File: src/rtl/sync_lutram_fifo_1w_2r.sv
// Synchronous FIFO on distributed RAM with one write port and two asynchronous read
// ports exposing the head entry and the one behind it, popping one or two per cycle.
module sync_lutram_fifo_1w_2r #(
    parameter int DWIDTH = 1,
    parameter int DEPTH  = 64
) (
    input  logic                       clk,
    input  logic                       rst,
    input  logic [DWIDTH-1:0]          din,
    input  logic                       we,
    input  logic [1:0]                 re,
    output logic                       empty,
    output logic                       full,
    output logic                       two_avail,
    output logic [$clog2(DEPTH):0]     count,
    output logic [DWIDTH-1:0]          dout0,
    output logic [DWIDTH-1:0]          dout1
);
    localparam int AW = $clog2(DEPTH);

    generate
        if ((DEPTH < 4) || ((DEPTH & (DEPTH - 1)) != 0)) begin : g_bad_depth
            $error("sync_lutram_fifo_1w_2r: DEPTH must be a power of two and >= 4");
        end
    endgenerate

    logic [DWIDTH-1:0] mem_q [DEPTH];
    logic [AW-1:0]     head_q, head_d;
    logic [AW-1:0]     tail_q, tail_d;
    logic [AW:0]       count_q, count_d;

    logic        wr_ok;
    logic        pop1_ok;
    logic        pop2_ok;
    logic [AW:0] pop_n;

    // Flags look only at the registered occupancy, so no input reaches them.
    assign empty     = (count_q == '0);
    assign full      = (count_q == (AW+1)'(DEPTH));
    assign two_avail = (count_q >= (AW+1)'(2));
    assign count     = count_q;

    assign wr_ok   = we && !full;
    assign pop1_ok = (re == 2'b01) && !empty;
    assign pop2_ok = (re == 2'b11) && two_avail;

    always_comb begin
        pop_n   = '0;
        head_d  = head_q;
        tail_d  = tail_q;
        if (pop1_ok) begin
            pop_n  = (AW+1)'(1);
            head_d = head_q + AW'(1);
        end else if (pop2_ok) begin
            pop_n  = (AW+1)'(2);
            head_d = head_q + AW'(2);
        end
        if (wr_ok) begin
            tail_d = tail_q + AW'(1);
        end
        count_d = count_q + (AW+1)'(wr_ok) - pop_n;
    end

    always_ff @(posedge clk) begin
        if (rst) begin
            head_q  <= '0;
            tail_q  <= '0;
            count_q <= '0;
        end else begin
            head_q  <= head_d;
            tail_q  <= tail_d;
            count_q <= count_d;
        end
    end

    // Storage is never cleared; reset only rewinds the pointers.
    always_ff @(posedge clk) begin
        if (!rst && wr_ok) begin
            mem_q[tail_q] <= din;
        end
    end

    logic [DWIDTH-1:0] rd_data [2];
    generate
        for (genvar gi = 0; gi < 2; gi++) begin : g_rd
            logic [AW-1:0] rd_ptr;
            assign rd_ptr      = head_q + AW'(gi);
            assign rd_data[gi] = mem_q[rd_ptr];
        end
    endgenerate

    assign dout0 = rd_data[0];
    assign dout1 = rd_data[1];

`ifndef SYNTHESIS
    a_wr_full: assert property (@(posedge clk) disable iff (rst) !(we && full))
        else $warning("write while full dropped");
    a_pop1_empty: assert property (@(posedge clk) disable iff (rst) !((re == 2'b01) && empty))
        else $warning("pop-one while empty rejected");
    a_pop2_short: assert property (@(posedge clk) disable iff (rst) !((re == 2'b11) && !two_avail))
        else $warning("pop-two with fewer than two entries rejected");
    a_re_illegal: assert property (@(posedge clk) disable iff (rst) re != 2'b10)
        else $warning("illegal re encoding 2'b10");
`endif
endmodule

File: config.mk
export PLATFORM = sky130hd
export DESIGN_NAME = sync_lutram_fifo_1w_2r
export DESIGN_NICKNAME = d
export VERILOG_FILES = /design/src/rtl/sync_lutram_fifo_1w_2r.sv
export SDC_FILE = /design/constraint.sdc
export NUM_CORES = 1
export LEC_CHECK = 0
export ABC_AREA = 0
export CORE_MARGIN = 2
export CORE_UTILIZATION = 63
export CTS_BUF_LIST = sky130_fd_sc_hd__clkbuf_8
export DETAILED_ROUTE_END_ITERATION = 7
export PLACE_DENSITY = 0.89
export SLEW_MARGIN = 20
export SYNTH_ARGS = -nofsm -noshare
export SYNTH_HDL_FRONTEND = slang
export SYNTH_SLANG_ARGS = --single-unit
File: constraint.sdc
create_clock -name clk -period 3.61 [get_ports clk]
set_input_delay 1.083 -clock clk [delete_from_list [all_inputs] [get_ports clk]]
set_output_delay 1.083 -clock clk [all_outputs]
set_load 0.1 [all_outputs]
# ---- Word-level counts from Yosys, hierarchy flattened
# Memory sizes are Yosys's and may differ from the RTL's. A register that Yosys moved wholly into a read port is not among the register bits.
# Cells that the tools add are included.
# Widths: inputs -> output; s select.
dict set report word_totals {
  register_bits 19
  latch_bits 0
  ramBits 64
  romBits 0
  inputBits 6
  out_inout_bits 12
  elab_cells 30
  n_memories 1
}
dict set report classes {
  add_sub_neg 5
  n_mul 0
  div_mod_pow 0
  magnitude_cmp 1
  eq_ne 3
  n_shift 0
  n_mux 8
  n_bitwise 0
  reduce_logical 9
}
# memory depth width rd rd_clocked_by_memory_dff wr line
set memory_table {}
lappend memory_table {mem_q 64 1 2 1 1 27} ;# logic [DWIDTH-1:0] mem_q [DEPTH];
# operator n
set ops {}
lappend ops {{$mux 6} 4}
lappend ops {{$add 6x1->6 const B} 2}
lappend ops {{$add 7x1->7} 1}
lappend ops {{$eq 7x7->1 const B} 1}
lappend ops {{$ge 7x2->1 const B} 1}
lappend ops {{$logic_not 7->1} 1}
lappend ops {{$sub 7x7->7} 1}
lappend ops {{$add 6x2->6 const B} 1}
lappend ops {{$logic_and 1x1->1} 4}
lappend ops {{$mux 2} 2}
lappend ops {{$logic_not 1->1} 3}
lappend ops {{$eq 2x1->1 const B} 1}
lappend ops {{$eq 2x2->1 const B} 1}
lappend ops {{$mux 1} 2}
lappend ops {{$reduce_bool 2->1} 1}

# ---- Depth between registers and ports, before layout
dict set report depth {
  word_depth 6
  depth_mapped 16
  ltp_nobuf 15
}

# ---- Worst setup path before layout
# No wires, ideal clock.
dict set report synth_path {
  kind {flip-flop to output port}
  from {register count_q[3] (netlist: count[3])}
  to {output empty}
  arrival_ns 4.003
  required_time_ns 2.527
  setup_slack_ns -1.476
  path_stages_with_launch 5
  n_path_buf 0
  path_cell_list {dfxtp_1 inv_1 ha_1 nand2_1 nor4_1}
}
dict set report synth_between {
  elab_chain_cells 1
}
# element line
set synth_lines {}
lappend synth_lines {{start, declared} 30} ;# logic [AW:0] count_q, count_d;
lappend synth_lines {{start signal, assigned} 72} ;# count_q <= count_d;
lappend synth_lines {{$logic_not 7->1} 38} ;# assign empty = (count_q == '0);
lappend synth_lines {{end, declared} 12} ;# output logic empty,
# Every way passes these cells.

# ---- Worst setup path after layout
dict set report layout_path {
  from {register head_q[0]}
  to {output dout1}
}
dict set report layout_between {
  elab_chain_cells 2
}
# element line
set layout_lines {}
lappend layout_lines {{start, declared} 28} ;# logic [AW-1:0] head_q, head_d;
lappend layout_lines {{start signal, assigned} 66} ;# head_q <= '0;
lappend layout_lines {{start signal, assigned} 70} ;# head_q <= head_d;
lappend layout_lines {{$add 6x1->6} 87} ;# assign rd_ptr = head_q + AW'(gi);
lappend layout_lines {{$mem_v2 64x1} -}
lappend layout_lines {{end, declared} 17} ;# output logic [DWIDTH-1:0] dout1
# Every way passes these cells.

==> results.cfg <==
[finish]
final_area_sq_um = 5340
area_growth_pct = 11.7
fin_util = 0.732
drive_gt1_frac = 0.197
num_antenna_cells = 0
num-fill-cells = 484
final_net_count = 450

[yosys]
synth_top_area_frac = 0.402
synthArstFlopShare = 0
yosysWarnings = 0
synth.largest_area_cell = edfxtp_1
syn_inst = 405
syn_area_per_cell_sq_um = 11.8
synth_ff_type = edfxtp_1
yosysUniqueCellTypes = 49
netlist_area_sq_um = 4780
ys_seq_area_frac = 0.506
synth_nets = 429
synthTopCellsByArea = edfxtp_1 40%, mux4_2 12%, dfxtp_1 10%, nor2_1 6.8%, ha_1 4.4%
synth-edff-count = 64
ys_ff_latch = 89

[sta]
worstMarginPinSlew_ps = 564
final.setup_skew_ps = 7.93
maxSlewViolCount = 0
rsz0062_at_grt = yes
fin_ws_ps = -51.6
setup_viol = 1
maxSlewHeadroom = 0.624
hold_viol = 0
min_period_ps = 3660
fmax_ghz = 0.273
setup_tns_ps = -51.6
min_period_over_period = 1.01

[grt]
grt_use_total = 0.282
antenna_found_initial = 0
grt_pass1_wl_um = 17600
grt_max_degree = 65
grt_pass1_vias = 3369
grt_overflow = 0

[run_status]
status = finished with violations
violations = setup timing

[pwr]
p_int_mw = 2.08
switchingPower_mw = 1.54
sw_frac_of_total = 0.426
power.density_nw_per_um2 = 679
worst_ir_drop_vdd_v = 0.000423
p_leak_nw = 1.77
seqPwrFrac = 0.341
comb_power_share = 0.472
pwr-share-clk = 0.187

[placement]
io_buffers = 17
place_area_sq_um = 5080
gp_congestion = 0.854
dp_hpwl_um = 7530
dp_slack_ps = 47.1

[routing]
drt_iter0_drc = 434
drt_pass1_iterations = 5
wl_met1_um = 4320
viasPerCell = 6.50
dr_total_vias = 3443
drcViolationCount = 0
wirelength_um = 11000
wl_met2_um = 5520
wl_met3_um = 949
wire_per_inst_um = 20.7
detail-route-antenna-nets = 0
top_layer = met4

[critical_path]
cp-end-kind = output port
path_cells = buf_4 > mux4_2 > nand2_1 > nand2_1 > a211oi_1 > a22oi_1 > o31a_1 > buf_12
worstPathArrival_ps = 2580
critPathKind = reg2out
slowest_stage = mux4_2
slowest_delay_ps = 550
path_delay_family = compound AO/OA/AOI/OAI gates
crit_top_cell = nand2_1
crit_path_max_fanout = 23
setup.worst_path.start_class = register
worstPathRequired_ps = 2530
timing.critical_path.buf_inv = 2

[clock_network]
tritoncts = done
cts_buffer_depth = 2
cts_root_buf = clkbuf_8
htreeDepth = 3
cts_inserted_buffers = 9
cts.sinks = 89
clock_latency_ps = 370
clkTransAtPathRegs_ps = 100

[floorplan]
num_rows = 31
floorplan.initialDensity = 0.656
die_height_um = 91.1
dieArea_sq_um = 8310
die_x_um = 91.1
ios = 18
core_region_area_sq_um = 7290

[worst_hold_path]
hp-class = reg2reg

[run]
maxCapViolations = 0
timing repair:
action                                  in CTS  in global routing
buffers inserted                             0                  1
hold buffers                                 0                  0
gates resized for setup                      9                  6
endpoints found under the setup margin       2                  2
layer usage:
| metal | GRT usage | vias to the layer above |
|---|---|---|
| li1 | - | 1519 |
| met5 | 0 | - |
| met4 | 0.0985 | 0 |
| met3 | 0.0631 | 25 |
| met2 | 0.462 | 209 |
| met1 | 0.374 | 1690 |
per-stage QoR:
step                power (mW)  hold WS, ps  std cells
floorplan                 2.53          511        405
global placement          2.84          537        513
detailed placement        2.89          582        513
CTS                       3.59          595        529
global route              3.77          628        530
finish                    3.62          596        530
cell families after synthesis:
family                   after synthesis  share of synthesized area
multiplexers                          40                      0.161
AO/OA/AOI/OAI                         32                     0.0500
buffers and inverters                 34                     0.0353
XOR/XNOR                              18                     0.0345
adder cells (fa/ha/maj)               18                     0.0487
AND/OR/NAND/NOR                      174                      0.165
flip-flops                            89                      0.506
synthesized netlist by cell type (3+ instances only):
library cell and count:
a211oi_1 4, a21oi_1 9, buf_1 4, buf_2 8, clkbuf_1 6, dfxtp_1 25
edfxtp_1 64, ha_1 17, inv_1 12, mux2i_1 10, mux4_1 3, mux4_2 25
nand2_1 36, nand3_1 10, nand3b_1 4, nand4_1 11, nand4b_1 3, nor2_1 87
nor2b_1 7, nor3_1 4, o21ai_0 4, o21bai_1 3, xnor2_1 11, xor2_1 6
power by group through the flow:
stage / registers (mW) / clock network (mW) / logic, mW
6_report: 1.24 / 0.679 / 1.71
5_1_grt: 1.24 / 0.711 / 1.81
4_1_cts: 1.23 / 0.676 / 1.68
3_5_place_dp: 1.25 / 0 / 1.64
3_3_place_gp: 1.24 / 0 / 1.60
2_1_floorplan: 1.45 / 0 / 1.08
placed cells by master, fill, tap and decap left out, types with 2 or more instances in the layout:
| master | n |
|---|---|
| nor2_1 | 87 |
| edfxtp_1 | 64 |
| nand2_1 | 36 |
| mux4_2 | 25 |
| dfxtp_1 | 22 |
| buf_4 | 22 |
| ha_1 | 16 |
| inv_1 | 12 |
| nand4_1 | 11 |
| xnor2_1 | 11 |
| nand3_1 | 10 |
| mux2i_1 | 9 |
| a21oi_1 | 9 |
| clkbuf_8 | 9 |
| nor2b_1 | 7 |
| xor2_1 | 6 |
| clkdlybuf4s50_1 | 5 |
| o21ai_0 | 4 |
| nand3b_1 | 4 |
| nor3_1 | 4 |
| inv_6 | 4 |
| nand4b_1 | 3 |
| a211oi_1 | 3 |
| mux4_1 | 3 |
| o21bai_1 | 3 |
| buf_12 | 3 |
| nand2b_1 | 2 |
| a21boi_0 | 2 |
| o211ai_1 | 2 |
| nor3b_2 | 2 |
| or2_2 | 2 |
| or3_1 | 2 |
| mux2_4 | 2 |
| dfxtp_2 | 2 |
| inv_8 | 2 |
| buf_6 | 2 |
layout make-up:
type                    count  area [sq um]  area share
repair buffers             32           298      0.0558
clock inverters             7          66.3      0.0124
well taps                  99           124      0.0232
flip-flops and latches     89          2430       0.455
multi-input cells         282          2260       0.422
inverters                  12          45.0     0.00843
clock buffers               9           124      0.0232
registers in the layout, summed over array words and instances (netlist names), named ones only:
name and cells:
head_q 6, tail_q 6, mem_q 64, count 7
worst reg2reg max path, delay by kind of cell, from the launching register on:
kind	cells	cell delay [ps]
xor+xnor	1	150
compound gates	6	1100
buf+inv	1	150
fa+ha+maj	3	910
flops	1	330
simple gates	2	200
final timing paths:
check	startpoint	end	slack [ps]	depth (start not counted)
max reg2reg	count[5]	count[5]	680	13
min reg2reg	tail_q[1]	tail_q[1]	600	2
max	head_q[0]	dout1	-50	8
min	tail_q[1]	tail_q[1]	600	2
No activity file was read; power rests on OpenSTA's default activity.
